## src/rtl/spike_rate_decoder.sv

```systemverilog
// spike_rate_decoder: turns a 1-bit LIF spike train back into numbers.
// It counts spikes over fixed windows of enabled cycles to produce a rate
// word, which is held in a one-entry valid/ready buffer. It also measures
// the inter-spike interval between the last two accepted spikes.
//
// Ports:
//   clk        rising-edge clock
//   rst        synchronous active-high reset
//   en         decode enable; low freezes window/spike/gap counters
//   spike      spike input, sampled every rising edge
//   rate       spike count of the last closed window (buffered)
//   rate_valid rate holds an unconsumed result
//   rate_ready consumer accepts rate when rate_valid && rate_ready
//   isi        enabled cycles between the last two spikes, saturating
//   isi_valid  set once two spikes have been seen since reset
//   overrun    sticky; a window result was dropped because the buffer was full
module spike_rate_decoder #(
  parameter int unsigned WINDOW = 16,
  parameter int unsigned CNT_W  = 8
) (
  input  logic             clk,
  input  logic             rst,
  input  logic             en,
  input  logic             spike,
  output logic [CNT_W-1:0] rate,
  output logic             rate_valid,
  input  logic             rate_ready,
  output logic [CNT_W-1:0] isi,
  output logic             isi_valid,
  output logic             overrun
);

  localparam logic [CNT_W-1:0] CNT_MAX  = '1;
  localparam logic [CNT_W-1:0] WIN_LAST = CNT_W'(WINDOW - 1);

  logic [CNT_W-1:0] win_cnt;
  logic [CNT_W-1:0] spk_cnt;
  logic [CNT_W-1:0] gap;
  logic             seen_one;

  logic             close_c;
  logic             pop_c;
  logic [CNT_W-1:0] result_c;
  logic [CNT_W-1:0] gap_inc_c;

  // Window close, buffer pop and saturating increments
  always_comb begin
    close_c   = en && (win_cnt == WIN_LAST);
    pop_c     = rate_valid && rate_ready;
    result_c  = (spk_cnt == CNT_MAX) ? CNT_MAX : spk_cnt + CNT_W'(spike);
    gap_inc_c = (gap == CNT_MAX) ? CNT_MAX : gap + CNT_W'(1);
  end

  // Window and spike counters; the cycle after a close is window cycle 0
  always_ff @(posedge clk) begin
    if (rst) begin
      win_cnt <= '0;
      spk_cnt <= '0;
    end else if (en) begin
      if (close_c) begin
        win_cnt <= '0;
        spk_cnt <= '0;
      end else begin
        win_cnt <= win_cnt + CNT_W'(1);
        spk_cnt <= result_c;
      end
    end
  end

  // One-entry output buffer; a pop and a load in the same cycle keep valid high
  always_ff @(posedge clk) begin
    if (rst) begin
      rate       <= '0;
      rate_valid <= 1'b0;
      overrun    <= 1'b0;
    end else if (close_c && (!rate_valid || pop_c)) begin
      rate       <= result_c;
      rate_valid <= 1'b1;
    end else if (close_c) begin
      overrun    <= 1'b1;
    end else if (pop_c) begin
      rate_valid <= 1'b0;
    end
  end

  // Inter-spike interval; the first spike after reset only arms the measurement
  always_ff @(posedge clk) begin
    if (rst) begin
      gap       <= '0;
      seen_one  <= 1'b0;
      isi       <= '0;
      isi_valid <= 1'b0;
    end else if (en) begin
      if (spike) begin
        gap      <= '0;
        seen_one <= 1'b1;
        if (seen_one) begin
          isi       <= gap_inc_c;
          isi_valid <= 1'b1;
        end
      end else begin
        gap <= gap_inc_c;
      end
    end
  end

endmodule

```

## config.mk

```make
export PLATFORM = sky130hd
export DESIGN_NAME = spike_rate_decoder
export DESIGN_NICKNAME = d
export VERILOG_FILES = /design/src/rtl/spike_rate_decoder.sv
export SDC_FILE = /design/constraint.sdc
export NUM_CORES = 1
export LEC_CHECK = 0
export CORE_MARGIN = 8
export CORE_UTILIZATION = 30
export DETAILED_ROUTE_END_ITERATION = 10
export PLACE_DENSITY = 0.46
export SYNTH_ARGS = -nofsm -noshare
export SYNTH_HDL_FRONTEND = slang
export SYNTH_SLANG_ARGS = --single-unit
export TNS_END_PERCENT = 100
```

## constraint.sdc

```tcl
create_clock -name clk -period 1.45 [get_ports clk]
set_input_delay 0.2175 -clock clk [delete_from_list [all_inputs] [get_ports clk]]
set_output_delay 0.2175 -clock clk [all_outputs]
set_load 0.05 [all_outputs]
```

==> results of run 1 <==
## critical path: stages (launching register included)
cell,delay [ns]
dfxtp_2,0.33
or4_4,0.56
buf_4,0.16
o22ai_2,0.16
a21oi_2,0.08
a41o_1,0.19
## layer usage
layer | routed length (µm) | track usage | vias up
li1 | - | - | 1012
met1 | 2630 | 0.141 | 914
met3 | 177 | 0.0356 | 5
met2 | 2330 | 0.170 | 22
met5 | 0 | 0 | -
met4 | 58 | 0.0319 | 0
## registers in the layout (all words and copies together), names as in the netlist
| register | cells |
|---|---|
| gap | 8 |
| isi | 8 |
| rate | 8 |
| spk_cnt | 8 |
| win_cnt | 8 |
| isi_valid | 1 |
| overrun | 1 |
| rate_valid | 1 |
| seen_one | 1 |
## synthesized netlist by cell type (all sizes together) (5+ instances only)
cell and count:
nor3 10, nor2 26, nand4 5, buf 5
a21oi 23, a211oi 7, a31oi 11, clkbuf 9
nand3 12, dfxtp 44, o21ai 14, o211ai 5
nand2 18, inv 6
## metrics by stage
stage | utilization | instance area, µm² | worst slack, ns
floorplan | - | 2040 | -0.0123
global placement | 0.430 | 2870 | -0.452
detailed placement | 0.430 | 2870 | -0.491
CTS | 0.451 | 3010 | -0.120
global route | 0.468 | 3130 | -0.206
finish | 0.468 | 3130 | -0.128
## repair_timing
| action | 4_1_cts | 5_1_grt |
|---|---|---|
| buffers inserted | 1 | 3 |
| endpoints found under the setup margin | 18 | 27 |
| resized for setup | 12 | 23 |
| pin swaps | 4 | 11 |
## cell type report
cell class                      instances  share of cell area
Inverter                                6             0.00721
Multi-Input combinational cell        177               0.378
Clock buffer                            7              0.0308
Sequential cell                        44               0.285
Timing Repair Buffer                   76               0.267
Tap cell                               80              0.0320
## worst paths after layout
check	endpoint	slack, ns	depth (start not counted)
worst max register to register	spk_cnt[7]	-0.13	5
worst min register to register	rate[6]	0.50	2
worst max-delay path	spk_cnt[7]	-0.13	5
worst min-delay path	rate[6]	0.50	2
## cell families (layout without fill, tap and decap cells)
kind of cell,after synthesis,in the layout,share of synthesized area
AND/OR/NAND/NOR,92,92,0.230
adder cells (fa/ha/maj),4,4,0.0246
AO/OA/AOI/OAI,70,70,0.220
buffers and inverters,20,89,0.0431
XOR/XNOR,8,8,0.0345
flip-flops,44,44,0.433
multiplexers,3,3,0.0148
## where the power goes
part | switching, mW | internal (mW)
registers | 0.0203 | 1.23
logic | 0.114 | 0.104
clock network | 0.416 | 0.425
total | 0.550 | 1.76
==> results.yml, run 1 <==
placement:
  hpwl_mm: 3.89
  gp_congestion: 0.798
  port_buffers: 23
  placed_cells: 379
route:
  wirelength_mm: 5.20
  avgViaCountPerCell: 5.01
  dr.pass1.iters: 4
  routedWlPerCell_um: 13.3
  vias: 1953
  ant_nets: 0
  drc_errors: 0
  drt_iter0_drc: 72
floorplan:
  die_h_um: 98.3
  core_area_um2: 6680
  die_w_um: 98.3
  dieArea_um2: 9670
  io_pins: 24
  rows: 30
  initial_core_util: 0.304
setup_path:
  end_kind: "flip-flop"
  path_class: "flip-flop to flip-flop"
  crit_start: "win_cnt[7]"
  cp_max_fo: 3
  regToRegStartpoint: "win_cnt[7]"
  cp.required_ns: 1.65
  start_kind: "flip-flop"
  arrival_ns: 1.77
power_and_ir_drop:
  total_power_mw: 2.31
  cellPowerDensity_nw_per_um2: 739
  vdd_drop_max_mv: 0.331
  p_leak_nw: 1.18
logic_synthesis:
  ys_types: 38
  synth_top_cell_area_share: 0.433
  yosysTopAreaCell: "dfxtp_1"
  synthesis.area_um2: 2030
  ys_warn_count: 0
  synth_area_per_cell_um2: 8.44
  synth_edf_count: 0
  synth-seq-cells: 44
  syn_inst: 241
  synth_top_cells_by_area: "dfxtp_1, a21oi_1, nor2_1"
  ys_async_sr_fraction: 0
  synthesis.nets: 250
  ys_seq_area_frac: 0.433
  synthFlopType: "dfxtp_1"
status:
  status: "finished with violations"
  violations: "setup timing"
cells_and_area:
  final_cell_count_no_fill: 390
  area_delta_synth_final_pct: 53.7
  seq_area_um2: 891
  nets: 319
  most-common-layout-cells: "buf_4, dfxtp_1, nor2_1"
  drive_gt1_frac: 0.371
  final_common_cell: "buf_4"
  multi_input_area_um2: 1180
  nFillCells: 665
  n_antenna_cell: 0
timing:
  min_period_over_period: 1.09
  drv_slew: 0
  relSlewSlack: 0.798
  worst_hold_slack_ns: 0.496
  fmax_mhz: 634
  post-route-min-period_ns: 1.58
  tightestPinTransition_ns: 0.302
  fin_setup_tns_ns: -0.735
  final-hold-violation-count: 0
  finalSetupViolCount: 8
  fin_ws_ns: -0.128
  fin_skew_ns: 0.00743
  rsz0062_at_grt: "true"
global_route:
  grt_pass1_wl_mm: 8.74
  grt_max_degree: 19
  grt_usage: 0.110
  grt_pass1_vias: 1833
  grt_remaining_overflow: 0
  antenna_found_initial: 0
run:
  drv_cap: 0
clocking:
  cts_buffers: 5
  clockRootBuffer: "clkbuf_8"
  h-tree-depth: 2
  clkSinkCount: 44
  clk_path_buf_depth: 2
  clkLatencyLatePin_ns: 0.30
  cts_tree: "built"
  cts.clk_slew.worst_paths_ns: 0.08
  cts_hold_buf: 0
worst_hold_path:
  hold_path_class: "flip-flop to flip-flop"
  min-delay-start: "rate[6]"
(Power assumes the default switching activity.)
==> run 2, diff against run 1 <==
--- a/config.mk
+++ b/config.mk
@@ -5,6 +5,8 @@
 export SDC_FILE = /design/constraint.sdc
 export NUM_CORES = 1
 export LEC_CHECK = 0
+export ABC_CLOCK_PERIOD_IN_PS = 1450
+export CAP_MARGIN = 20
 export CORE_MARGIN = 8
 export CORE_UTILIZATION = 30
 export DETAILED_ROUTE_END_ITERATION = 10
==> results of run 2 <==
No change in the layout: final DEF, timing and power equal those of run 1.
